$ cat src/rtl/cache_refill.sv
// Cache line refill engine: fetches a 16-byte line as four 32-bit beats into banks 0..3,
// forwards the critical word, then writes the tag.
module cache_refill #(
  parameter int DATA_WIDTH = 32,
  parameter int INDEX_AW   = 8,
  parameter int TAG_W      = 20
) (
  input  logic                  clk,
  input  logic                  rst_n,
  input  logic                  req_valid_i,
  output logic                  req_ready_o,
  input  logic [31:0]           req_addr_i,
  output logic                  mem_ar_valid_o,
  input  logic                  mem_ar_ready_i,
  output logic [31:0]           mem_ar_addr_o,
  input  logic                  mem_r_valid_i,
  input  logic [DATA_WIDTH-1:0] mem_r_data_i,
  input  logic                  mem_r_last_i,
  output logic                  mem_r_ready_o,
  output logic [INDEX_AW-1:0]   bank_index_o,
  output logic [15:0]           bank_wr_en_o,
  output logic [DATA_WIDTH-1:0] bank_wr_data_o,
  output logic                  tag_wr_en_o,
  output logic [TAG_W-1:0]      tag_o,
  output logic                  crit_valid_o,
  output logic [DATA_WIDTH-1:0] crit_data_o,
  output logic                  done_o,
  output logic                  err_o
);

  typedef enum logic [1:0] {IDLE, AR, DATA, DONE} state_t;

  state_t     state;
  logic [1:0] cnt;
  logic [1:0] crit;
  logic [15:0] beat_mask;

  // Byte-offset bits never matter for a line fill.
  logic unused_addr_bits;
  assign unused_addr_bits = ^req_addr_i[1:0];

  for (genvar gi = 0; gi < 4; gi++) begin : g_mask
    assign beat_mask[4*gi +: 4] = {4{cnt == 2'(gi)}};
  end

  always_ff @(posedge clk or negedge rst_n) begin
    if (!rst_n) begin
      state          <= IDLE;
      cnt            <= 2'd0;
      crit           <= 2'd0;
      req_ready_o    <= 1'b1;
      mem_ar_valid_o <= 1'b0;
      mem_ar_addr_o  <= '0;
      mem_r_ready_o  <= 1'b0;
      bank_index_o   <= '0;
      bank_wr_en_o   <= '0;
      bank_wr_data_o <= '0;
      tag_wr_en_o    <= 1'b0;
      tag_o          <= '0;
      crit_valid_o   <= 1'b0;
      crit_data_o    <= '0;
      done_o         <= 1'b0;
      err_o          <= 1'b0;
    end else begin
      bank_wr_en_o <= '0;
      crit_valid_o <= 1'b0;
      tag_wr_en_o  <= 1'b0;
      done_o       <= 1'b0;
      case (state)
        IDLE: begin
          if (req_valid_i && req_ready_o) begin
            tag_o          <= req_addr_i[31 -: TAG_W];
            bank_index_o   <= req_addr_i[4 +: INDEX_AW];
            crit           <= req_addr_i[3:2];
            mem_ar_addr_o  <= {req_addr_i[31:4], 4'b0000};
            cnt            <= 2'd0;
            err_o          <= 1'b0;
            req_ready_o    <= 1'b0;
            mem_ar_valid_o <= 1'b1;
            state          <= AR;
          end
        end
        AR: begin
          if (mem_ar_ready_i) begin
            mem_ar_valid_o <= 1'b0;
            mem_r_ready_o  <= 1'b1;
            state          <= DATA;
          end
        end
        DATA: begin
          if (mem_r_valid_i) begin
            bank_wr_data_o <= mem_r_data_i;
            bank_wr_en_o   <= beat_mask;
            if (cnt == crit) begin
              crit_valid_o <= 1'b1;
              crit_data_o  <= mem_r_data_i;
            end
            // The counter ends the refill; a misplaced last only flags an error.
            if (mem_r_last_i != (cnt == 2'd3)) begin
              err_o <= 1'b1;
            end
            cnt <= cnt + 2'd1;
            if (cnt == 2'd3) begin
              mem_r_ready_o <= 1'b0;
              tag_wr_en_o   <= 1'b1;
              done_o        <= 1'b1;
              state         <= DONE;
            end
          end
        end
        DONE: begin
          req_ready_o <= 1'b1;
          state       <= IDLE;
        end
        default: state <= IDLE;
      endcase
    end
  end

endmodule

$ cat config.mk
export PLATFORM = sky130hd
export DESIGN_NAME = cache_refill
export DESIGN_NICKNAME = d
export VERILOG_FILES = /design/src/rtl/cache_refill.sv
export SDC_FILE = /design/constraint.sdc
export NUM_CORES = 1
export LEC_CHECK = 0
export ABC_AREA = 1
export BUFFER_PORTS_ARGS = -buffer_cell sky130_fd_sc_hd__buf_2
export CAP_MARGIN = 25
export CORE_UTILIZATION = 30
export DETAILED_ROUTE_END_ITERATION = 10
export GPL_ROUTABILITY_DRIVEN = 1
export PLACE_DENSITY = 0.64
export SLEW_MARGIN = 20
export SYNTH_ARGS = -nofsm -noshare
export SYNTH_HDL_FRONTEND = slang
export SYNTH_SLANG_ARGS = --single-unit
$ cat constraint.sdc
create_clock -name clk -period 3 [get_ports clk]
set_input_delay 0.3 -clock clk [delete_from_list [all_inputs] [get_ports clk]]
set_output_delay 0.3 -clock clk [all_outputs]
set_load 0.01 [all_outputs]
==> results.json, run 1 <==
{
  "run_status": "completed",
  "antennaDiodeCount": 0,
  "grt-busiest-layer": "met2",
  "clk-insertion-delay-late_ns": 0.34,
  "finalClockSkew_ns": 0.006142,
  "cts_tree": "done",
  "cts.hold.buffers_added": 1,
  "synthesis.yosys.warnings": 0,
  "tightest_slew_ns": 0.8507,
  "maximum_number_of_pins_on_one_net_before_global_route_repair": 63,
  "grt_pass1_vias": 3540,
  "setup.worst_path.end_class": "flip-flop",
  "clk_root_buffer_cell": "clkbuf_16",
  "peakVddDrop_mv": 0.4257,
  "met3_usage_pct": 3.715,
  "floorplan.initialDensity_pct": 31.13,
  "finalSetupTns_ns": 0,
  "cell_count_after_synthesis": 476,
  "grt_overflow_total": 0,
  "count_of_pins_over_their_slew_limit": 0,
  "setup_repair_after_global_routing_missed_its_margin": "no",
  "number_of_max_cap_violations": 0,
  "internal-power_mw": 3.942,
  "std_cell_rows": 45,
  "post_synth_instance_area_um2": 4785,
  "worst_hold_slack_ns": 0.1441,
  "routed_wire_length_per_instance_um": 13.33,
  "synth_xor_xnor_area_share_pct": 0.3400,
  "clock-sinks": 107,
  "cp.arrival_ns": 2.25,
  "use_met2_pct": 23.59,
  "drt.antenna.violating_nets": 0,
  "drt_pre_antenna_iters": 4,
  "setup.reg_to_reg.worst_slack_ns": 0.98,
  "drc": 0,
  "use_met1_pct": 17.51,
  "timing_worst_setup_path_type": "flip-flop to flip-flop",
  "highest_clock_rate_mhz": 494.6,
  "min-delay-path-class": "input pin to flip-flop",
  "critical_path_required_ns": 3.23,
  "post-dp-hpwl_um": 7721,
  "numCtsBuffers": 9,
  "post_cts_setup_buffers": 0,
  "cts.reportedPaths.clkPinSlew_ns": 0.07,
  "core_region_area_um2": 15370,
  "initial_drt_markers": 161,
  "pwr-share-comb_pct": 42.6,
  "areaGrowthSynthToFinish_pct": 25.81,
  "synth-main-ff-cell": "dfrtp_1",
  "worst_setup_path_start_kind": "flip-flop",
  "synth_top_family_by_area": "simple AND/OR/NAND/NOR gates",
  "seq_area_frac_synth_pct": 55.99,
  "io-pin-count": 217,
  "dr_total_vias": 3709,
  "worst_slew_margin_rel_pct": 43.09,
  "post_route_minimum_period_ns": 2.022,
  "routed_via_density": 4.333,
  "htree_num_levels": 3,
  "switching_power_mw": 2.554,
  "timing.rr.start": "state[0]",
  "die-height_um": 128.3,
  "pwr-share-seq_pct": 38.4,
  "final_min_period_over_clock_period_pct": 67.39,
  "die-area_um2": 16460,
  "fp.dieW_um": 128.3,
  "synth_area_per_cell_um2": 10.05,
  "netlist-cell-type-count": 22,
  "reg2reg_to": "bank_wr_data_o[25]",
  "power_leakage_nw": 3.394,
  "crit_fanout": 32,
  "power_density_nw_per_um2": 1079,
  "gpl.final_weighted_congestion": 0.7680,
  "layout.nets": 722,
  "synth_edf_count": 0,
  "finalSetupViolCount": 0,
  "first_pass_grt_wire_length_um": 18130,
  "yosys.area_share.simple_pct": 19.95,
  "post_synth_fa_ha_maj_area_fraction_pct": 3.138,
  "synth-async-reset-ratio_pct": 100.0,
  "post_cts.resized_instances": 0,
  "worst_r2r_path_depth": 4,
  "fillCellCount": 1530,
  "io_buffers": 210,
  "hold_viol": 0,
  "antenna_found_initial": 0,
  "post_synthesis_sequential_element_count": 107,
  "grt_util_all_layers_pct": 14.28,
  "synth-compound-area-share_pct": 1.334,
  "setup.worst_path.start": "state[0]",
  "final_layout_size_suffix_gt1_share_pct": 41.55,
  "routed_wirelength_um": 11410,
  "cts-root-to-sink-buffers": 2,
  "multiplexer_share_of_the_synthesized_area_pct": 7.531,
  "cp-endpoint": "bank_wr_data_o[25]",
  "power.total_mw": 6.496,
  "netSwitchingFraction_pct": 39.32,
  "p_clk_share_pct": 19.0
}
-- power groups by stage --
stage / Combinational, mW / Sequential [mW] / Clock [mW]
after floorplan: 1.59 / 2.78 / 0
after global placement: 2.78 / 2.50 / 0
after detailed placement: 2.83 / 2.51 / 0
after CTS: 2.82 / 2.50 / 1.29
after global routing: 3.11 / 2.58 / 1.34
final: 2.77 / 2.50 / 1.23
-- cell usage in the layout, fill, tap and decap left out, drive strengths merged --
| cell | count |
|---|---|
| buf | 216 |
| clkbuf | 11 |
| a22o | 1 |
| ha | 12 |
| a21oi | 3 |
| nand3 | 8 |
| clkinvlp | 1 |
| dfstp | 1 |
| inv | 20 |
| mux2 | 32 |
| dfrtp | 106 |
| clkinv | 2 |
| nand2 | 178 |
| dlygate4sd3 | 1 |
| nand4 | 33 |
| bufinv | 1 |
| o21ai | 8 |
| nor2 | 6 |
| conb | 4 |
| xnor2 | 1 |
-- cell type report --
class                   instances  area (um2)  share of cell area, %
well taps                     211       264.0                  4.386
multi-input cells             286        1572                  26.11
repair buffers                217        1121                  18.62
inverters                      19       71.32                  1.185
clock inverters                 5       60.06                 0.9977
clock buffers                  11       252.7                  4.199
flip-flops and latches        107        2679                  44.50
-- worst max-delay path, stage by stage (launching register included) --
cell	delay, ns
dfrtp_1	0.43
inv_1	0.15
ha_1	0.28
nand2_2	0.52
mux2_1	0.51
-- sequential cells by signal (all words and copies together) (netlist names) --
name	count
crit_valid_o	1
mem_ar_addr_o	2
crit	2
req_ready_o	1
bank_wr_en_o	4
mem_r_ready_o	1
bank_index_o	7
state	2
cnt	2
crit_data_o	32
mem_ar_valid_o	1
err_o	1
bank_wr_data_o	32
tag_o	19
-- synthesized netlist by cell type, types with 2 or more instances --
library cell / n / share of area (%)
nand3_1: 7 / 0.73
nand4_1: 33 / 4.3
buf_6: 6 / 1.4
nand2_1: 176 / 14
nand2_2: 2 / 0.26
ha_1: 12 / 3.1
a21oi_1: 3 / 0.31
clkbuf_1: 2 / 0.16
buf_4: 46 / 7.2
o21ai_0: 8 / 0.84
inv_1: 18 / 1.4
mux2_2: 30 / 7.1
mux2_1: 2 / 0.47
buf_2: 13 / 1.4
nor2_1: 6 / 0.47
dfrtp_1: 106 / 55
-- worst min path at each step --
stage                           end  depth (start not counted)      startpoint  slack [ns]
floorplan           bank_index_o[0]                          0           rst_n       0.004
global placement     crit_data_o[8]                          1           rst_n        0.36
detailed placement   crit_data_o[9]                          1           rst_n        0.36
CTS                       tag_o[14]                          3  req_addr_i[26]        0.12
global route               tag_o[4]                          3  req_addr_i[16]        0.14
finish                    tag_o[14]                          3  req_addr_i[26]        0.14
-- through the flow --
step / area [um2] / std cells / utilization [%] / setup WS, ns
2_1_floorplan: 4796 / 479 / - / 1.540
6_report: 6020 / 856 / 39.16 / 0.9784
3_5_place_dp: 5697 / 839 / 37.06 / 0.9498
4_1_cts: 6020 / 856 / 39.16 / 0.9434
3_3_place_gp: 5697 / 839 / 37.06 / 0.9508
5_1_grt: 6020 / 856 / 39.16 / 0.8228
-- kinds of logic (layout without fill, tap and decap cells) --
logic type	Yosys count	count (layout)
AO/OA/AOI/OAI	12	12
XOR/XNOR	1	1
adder cells (fa/ha/maj)	12	12
buffers and inverters	86	252
flip-flops	107	107
multiplexers	32	32
other	1	4
AND/OR/NAND/NOR	225	225
-- metal layers --
metal	vias up	share of wire, %	wire (um)
li1	1808	-	-
met1	1730	43	4886
met2	157	47	5387
met3	14	8.0	917
met4	0	1.9	216
met5	-	0	0
No activity file was read; power rests on OpenSTA's default activity.
==> inputs of run 2 (changes only) <==
Settings changed: ABC_AREA 1 to 0.
Clock period 3 ns to 2.1 ns, I/O delays scaled along.
==> run 2 against run 1 <==
  * Final area rose by 0.19%
  * Count of clock-buffer cells in the layout fell by 1
  * Largest cell class unchanged
  * Critical endpoint is now crit_data_o[7]
  * Synthesized cell count fell by 34%
  * Worst hold slack got worse by 0.055 ns
  * First-iteration DRC count fell by 71%
  * Non-clock buffer count rose by 1
  * Combinational power rose by 51%
  * Critical path type unchanged
==> results.json, run 2 <==
{
  "run_status": "completed",
  "final_area_um2": 6031,
  "layout.nets": 572,
  "pwr-share-seq_pct": 38.9,
  "synth.top_cell.area_share_pct": 56.11,
  "detailroute.wirelength.met2_um": 4686,
  "power_leakage_nw": 3.088,
  "fp.dieW_um": 127.5,
  "dr_total_vias": 2990,
  "synth_edf_count": 0,
  "worst_setup_path_start_kind": "flip-flop",
  "count_of_pins_over_their_slew_limit": 0,
  "top_regs": "bank_wr_data_o: 32 flops, crit_data_o: 32 flops, tag_o: 19 flops",
  "netlist-cell-type-count": 32,
  "antenna_found_initial": 0,
  "cell_count_after_synthesis": 316,
  "ff_latch_area_um2": 2679,
  "yosys.area_share.simple_pct": 1.932,
  "routed_wire_length_per_instance_um": 13.65,
  "clock-sinks": 107,
  "highest_clock_rate_mhz": 535.4,
  "finalSetupTns_ns": 0,
  "critical_path.slowest_cell": "dfrtp_1",
  "final_layout_size_suffix_gt1_share_pct": 67.47,
  "synth-main-ff-cell": "dfrtp_1",
  "cts.reportedPaths.clkPinSlew_ns": 0.07,
  "std_cell_rows": 45,
  "drc": 0,
  "critPathTopFamily": "buffers and inverters",
  "top_layer": "met4",
  "areaGrowthSynthToFinish_pct": 27.58,
  "clk_root_buffer_cell": "clkbuf_16",
  "multiplexer_share_of_the_synthesized_area_pct": 25.81,
  "grt_util_all_layers_pct": 11.90,
  "die-area_um2": 16260,
  "grt_overflow_total": 0,
  "timing_worst_setup_path_type": "flip-flop to flip-flop",
  "synth.most_common_cell": "dfrtp_1",
  "fillCellCount": 1461,
  "synthesis.yosys.warnings": 0,
  "die-height_um": 127.5,
  "synth_area_per_cell_um2": 14.96,
  "final_min_period_over_clock_period_pct": 88.94,
  "power.total_mw": 9.495,
  "first_pass_grt_wire_length_um": 14840,
  "drt.antenna.violating_nets": 0,
  "numCtsBuffers": 9,
  "post_cts.resized_instances": 0,
  "io-pin-count": 217,
  "worst_slew_margin_rel_pct": 65.21,
  "netSwitchingFraction_pct": 35.02,
  "synth-async-reset-ratio_pct": 100.0,
  "core_region_area_um2": 15310,
  "gpl.final_weighted_congestion": 0.7184,
  "post-dp-hpwl_um": 6973,
  "post_synth_fa_ha_maj_area_fraction_pct": 3.176,
  "post_synth_instance_area_um2": 4727,
  "dr_wl_met3_um": 714,
  "setup.worst_path.end_class": "flip-flop",
  "cts_tree": "done",
  "initial_drt_markers": 47,
  "slowest_cell_delay_on_critical_path_ns": 0.42,
  "synth-compound-area-share_pct": 2.276,
  "min-delay-path-class": "input pin to flip-flop",
  "power_density_nw_per_um2": 1574,
  "post_cts_setup_buffers": 0,
  "switching_power_mw": 3.326,
  "crit_fanout": 33,
  "routed_via_density": 4.235,
  "placed_area_um2": 5732,
  "io_buffers": 210,
  "peakVddDrop_mv": 0.6301,
  "synth_top_family_by_area": "multiplexers",
  "drt_pre_antenna_iters": 4,
  "finish.cell_count_without_fillers": 706,
  "tightest_slew_ns": 0.5219,
  "cts.hold.buffers_added": 1,
  "post_synthesis_sequential_element_count": 107,
  "pwr-share-comb_pct": 44.0,
  "cp.arrival_ns": 2.10,
  "internal-power_mw": 6.169,
  "synth_top_cells_by_count": "dfrtp_1 (106), mux2_2 (67), buf_4 (47)",
  "hold_viol": 0,
  "finalSetupViolCount": 0,
  "synth_top_cells_by_area": "dfrtp_1 (56%), mux2_2 (16%), mux2_4 (9.2%)",
  "clk-insertion-delay-late_ns": 0.35,
  "antennaDiodeCount": 0,
  "synth_xor_xnor_area_share_pct": 0.5558,
  "htree_num_levels": 3,
  "critPathBufInv": 2,
  "critical_path_required_ns": 2.33,
  "synth_area_leader_cell": "dfrtp_1",
  "finalClockSkew_ns": 0.007547,
  "multi_input_area_um2": 1610,
  "setup_repair_after_global_routing_missed_its_margin": "no",
  "layout.cells.most_common": "buf_2",
  "seq_area_frac_synth_pct": 56.67,
  "final_core_utilization_pct": 39.38,
  "worstPathCellList": "inv_1 > ha_1 > nand2_1 > nor3_4 > buf_12 > mux2_2",
  "post-place-cells": 689,
  "post_route_minimum_period_ns": 1.868,
  "grt_pass1_vias": 2977,
  "cts-root-to-sink-buffers": 2,
  "number_of_max_cap_violations": 0,
  "routed_wirelength_um": 9640,
  "routedLengthMet1_um": 4062,
  "floorplan.initialDensity_pct": 30.87,
  "maximum_number_of_pins_on_one_net_before_global_route_repair": 56,
  "most_used_cells_in_the_layout_excluding_fill_and_tap_cells": "buf_2 (209), dfrtp_1 (106), mux2_2 (67)",
  "p_clk_share_pct": 17.2
}
[run 2: worst paths after layout]
| kind | from | to | slack, ns | cells past startpoint |
|---|---|---|---|---|
| setup / recovery | state[0] | crit_data_o[7] | 0.23 | 6 |
| hold / removal | req_addr_i[3] | crit[1] | 0.09 | 2 |
| setup reg to reg | state[0] | crit_data_o[7] | 0.23 | 6 |
| hold reg to reg | bank_wr_data_o[9] | bank_wr_data_o[9] | 0.51 | 1 |
| max in group asynchronous | rst_n | crit_data_o[31] | 1.08 | 3 |
| min in group asynchronous | rst_n | tag_o[16] | 0.26 | 2 |
[run 2: logic make-up after synthesis]
group,Yosys count
compound gates,15
xor+xnor,3
fa+ha+maj,12
buf+inv,64
flops,107
mux,99
other cells,1
simple gates,15
[run 2: layout make-up]
| type | instances | share of cell area, % |
|---|---|---|
| clock buffers | 10 | 3.963 |
| clock inverters | 6 | 0.8299 |
| inverters | 6 | 0.3734 |
| multi-input cells | 148 | 26.70 |
| flip-flops and latches | 107 | 44.42 |
| well taps | 211 | 4.378 |
| repair buffers | 218 | 19.34 |
[run 2: per-stage QoR]
step,hold WS (ns),worst slack (ns)
3_5_place_dp,0.06851,0.2318
2_1_floorplan,-0.08559,0.2662
6_report,0.08875,0.2323
4_1_cts,0.06945,0.2178
3_3_place_gp,0.06655,0.2665
5_1_grt,0.07467,0.1124
[run 2: power by group through the flow]
stage / combinational, mW / clock [mW] / sequential, mW
after floorplan: 2.45 / 0 / 4.13
after global placement: 4.17 / 0 / 3.66
after detailed placement: 4.24 / 0 / 3.72
after CTS: 4.24 / 1.71 / 3.70
after global routing: 4.52 / 1.78 / 3.83
final: 4.17 / 1.63 / 3.69
[run 2: metal layers]
layer	up-vias	global-route usage (%)
met2	147	20.67
met5	-	0
li1	1379	-
met4	0	6.022
met1	1453	13.40
met3	11	3.266
==> inputs of run 3 (changes only) <==
Settings changed: CAP_MARGIN 25 to unset, CELL_PAD_IN_SITES_DETAIL_PLACEMENT set to 2, CELL_PAD_IN_SITES_GLOBAL_PLACEMENT set to 2, PLACE_DENSITY 0.64 to 0.89.
==> run 3 against run 2 <==
  * Clock power is 3% lower
  * Critical path type unchanged
  * Sequential share of layout area is 0.065 points higher
  * Routed wire length is 28% higher
  * Register-to-register slack worse by 0.09 ns
  * Largest cell class unchanged
  * First-iteration DRC count is 28% higher
  * Critical path depth stayed put
==> results.json, run 3 (synthesis results as in run 2) <==
{
  "use_met2_pct": 29.89,
  "post_cts_setup_buffers": 0,
  "cts_tree": "done",
  "die-area_um2": 16260,
  "numCtsBuffers": 9,
  "power_leakage_nw": 3.090,
  "crit_fanout": 33,
  "top_regs": "bank_wr_data_o: 32 flops, crit_data_o: 32 flops, tag_o: 19 flops",
  "final_core_utilization_pct": 39.32,
  "count_of_pins_over_their_slew_limit": 0,
  "grt_util_all_layers_pct": 15.91,
  "io-pin-count": 217,
  "setup.worst_path.end_class": "flip-flop",
  "post_route_minimum_period_ns": 1.957,
  "die-height_um": 127.5,
  "routed_wire_length_per_instance_um": 17.52,
  "final_layout_size_suffix_gt1_share_pct": 67.14,
  "worst_setup_path_start_kind": "flip-flop",
  "drt.antenna.violating_nets": 0,
  "met3_usage_pct": 5.235,
  "finalSetupTns_ns": 0,
  "grt_overflow_total": 0,
  "cp.arrival_ns": 2.19,
  "floorplan.initialDensity_pct": 30.87,
  "drc": 0,
  "fillCellCount": 1579,
  "areaGrowthSynthToFinish_pct": 27.40,
  "first_pass_grt_wire_length_um": 19540,
  "htree_num_levels": 3,
  "hold-path-cell-count": 2,
  "grt-busiest-layer": "met2",
  "drt_pre_antenna_iters": 4,
  "routed_wirelength_um": 12390,
  "ff_latch_area_um2": 2679,
  "number_of_max_cap_violations": 0,
  "clock-sinks": 107,
  "maximum_number_of_pins_on_one_net_before_global_route_repair": 55,
  "hold_viol": 0,
  "highest_clock_rate_mhz": 511.1,
  "routed_via_density": 4.382,
  "most_used_cells_in_the_layout_excluding_fill_and_tap_cells": "buf_2 (209), dfrtp_1 (106), mux2_2 (67)",
  "finalClockSkew_ns": 0.007922,
  "finalSetupViolCount": 0,
  "setup_repair_after_global_routing_missed_its_margin": "no",
  "io_buffers": 210,
  "fp.dieW_um": 127.5,
  "tightest_slew_ns": 0.5140,
  "power.total_mw": 9.685,
  "timing_worst_setup_path_type": "flip-flop to flip-flop",
  "use_met1_pct": 16.37,
  "clk_root_buffer_cell": "clkbuf_16",
  "run_status": "completed",
  "dr_total_vias": 3098,
  "cts.reportedPaths.clkPinSlew_ns": 0.07,
  "antennaDiodeCount": 0,
  "peakVddDrop_mv": 0.6767,
  "gpl.final_weighted_congestion": 0.6924,
  "layout.nets": 573,
  "power_density_nw_per_um2": 1608,
  "multi_input_area_um2": 1610,
  "critical_path_required_ns": 2.33,
  "std_cell_rows": 45,
  "worst_slew_margin_rel_pct": 65.74,
  "finish.cell_count_without_fillers": 707,
  "grt_pass1_vias": 3566,
  "post-place-cells": 690,
  "initial_drt_markers": 60,
  "min-delay-path-class": "input pin to flip-flop",
  "cts-root-to-sink-buffers": 2,
  "layout.cells.most_common": "buf_2",
  "final_min_period_over_clock_period_pct": 93.18,
  "post-dp-hpwl_um": 9311,
  "clk-insertion-delay-late_ns": 0.35,
  "worst_r2r_path_depth": 6,
  "core_region_area_um2": 15310,
  "antenna_found_initial": 0
}
[run 3: cell types whose count changed in the layout (fill, tap and decap cells not counted)]
cell / before / now
buf_4: 4 / 5
inv_6: 1 / 0
clkbuf_1: 0 / 2
clkinvlp_4: 2 / 1
clkinv_4: 3 / 1
clkinv_2: 0 / 2
[run 3: path summary, 6_finish.rpt]
check	start	slack [ns]	endpoint
hold reg to reg	bank_wr_data_o[27]	0.51	bank_wr_data_o[27]
setup / recovery	state[0]	0.14	crit_data_o[5]
setup reg to reg	state[0]	0.14	crit_data_o[5]
hold / removal	req_addr_i[26]	0.09	tag_o[14]
min in group asynchronous	rst_n	0.26	cnt[1]
max in group asynchronous	rst_n	1.08	bank_wr_data_o[30]
[run 3: timing repair]
action                    4_1_cts  5_1_grt
hold endpoints to repair       13        0
hold buffers                    1        0
resized for setup               0        0
[run 3: layer usage]
metal  up-vias  wire length, um
met1      1560             4581
li1       1367                -
met4         0              201
met2       155             6583
met5         -                0
met3        16             1019
[run 3: where the power goes]
part	switching, mW	leakage [nW]	total [mW]	internal, mW
registers	0.666	1.29	3.75	3.09
clock network	0.746	0.133	1.58	0.837
logic	2.09	1.67	4.35	2.26
[run 3: area by class of cell]
type                       instances  area share, %
timing repair buffer             219          19.49
clock inverter                     4         0.4363
inverter                           6         0.3740
multi-input combinational        148          26.74
tap                              211          4.384
sequential                       107          44.48
clock buffer                      12          4.093
[run 3: worst max-delay path, cell delays in order (launching register included)]
cell	delay (ns)
dfrtp_1	0.43
inv_1	0.18
ha_1	0.21
nand2_1	0.09
nor3_4	0.24
buf_12	0.30
mux2_2	0.38
[run 3: per-stage QoR]
step	hold WS, ns	cell area [um2]	worst slack, ns
after detailed placement	0.08165	5739	0.1359
final	0.09415	6022	0.1433
after CTS	0.07471	6022	0.1053
after floorplan	-0.08559	4738	0.2662
after global routing	0.08419	6022	0.03046
after global placement	0.07374	5739	0.2564
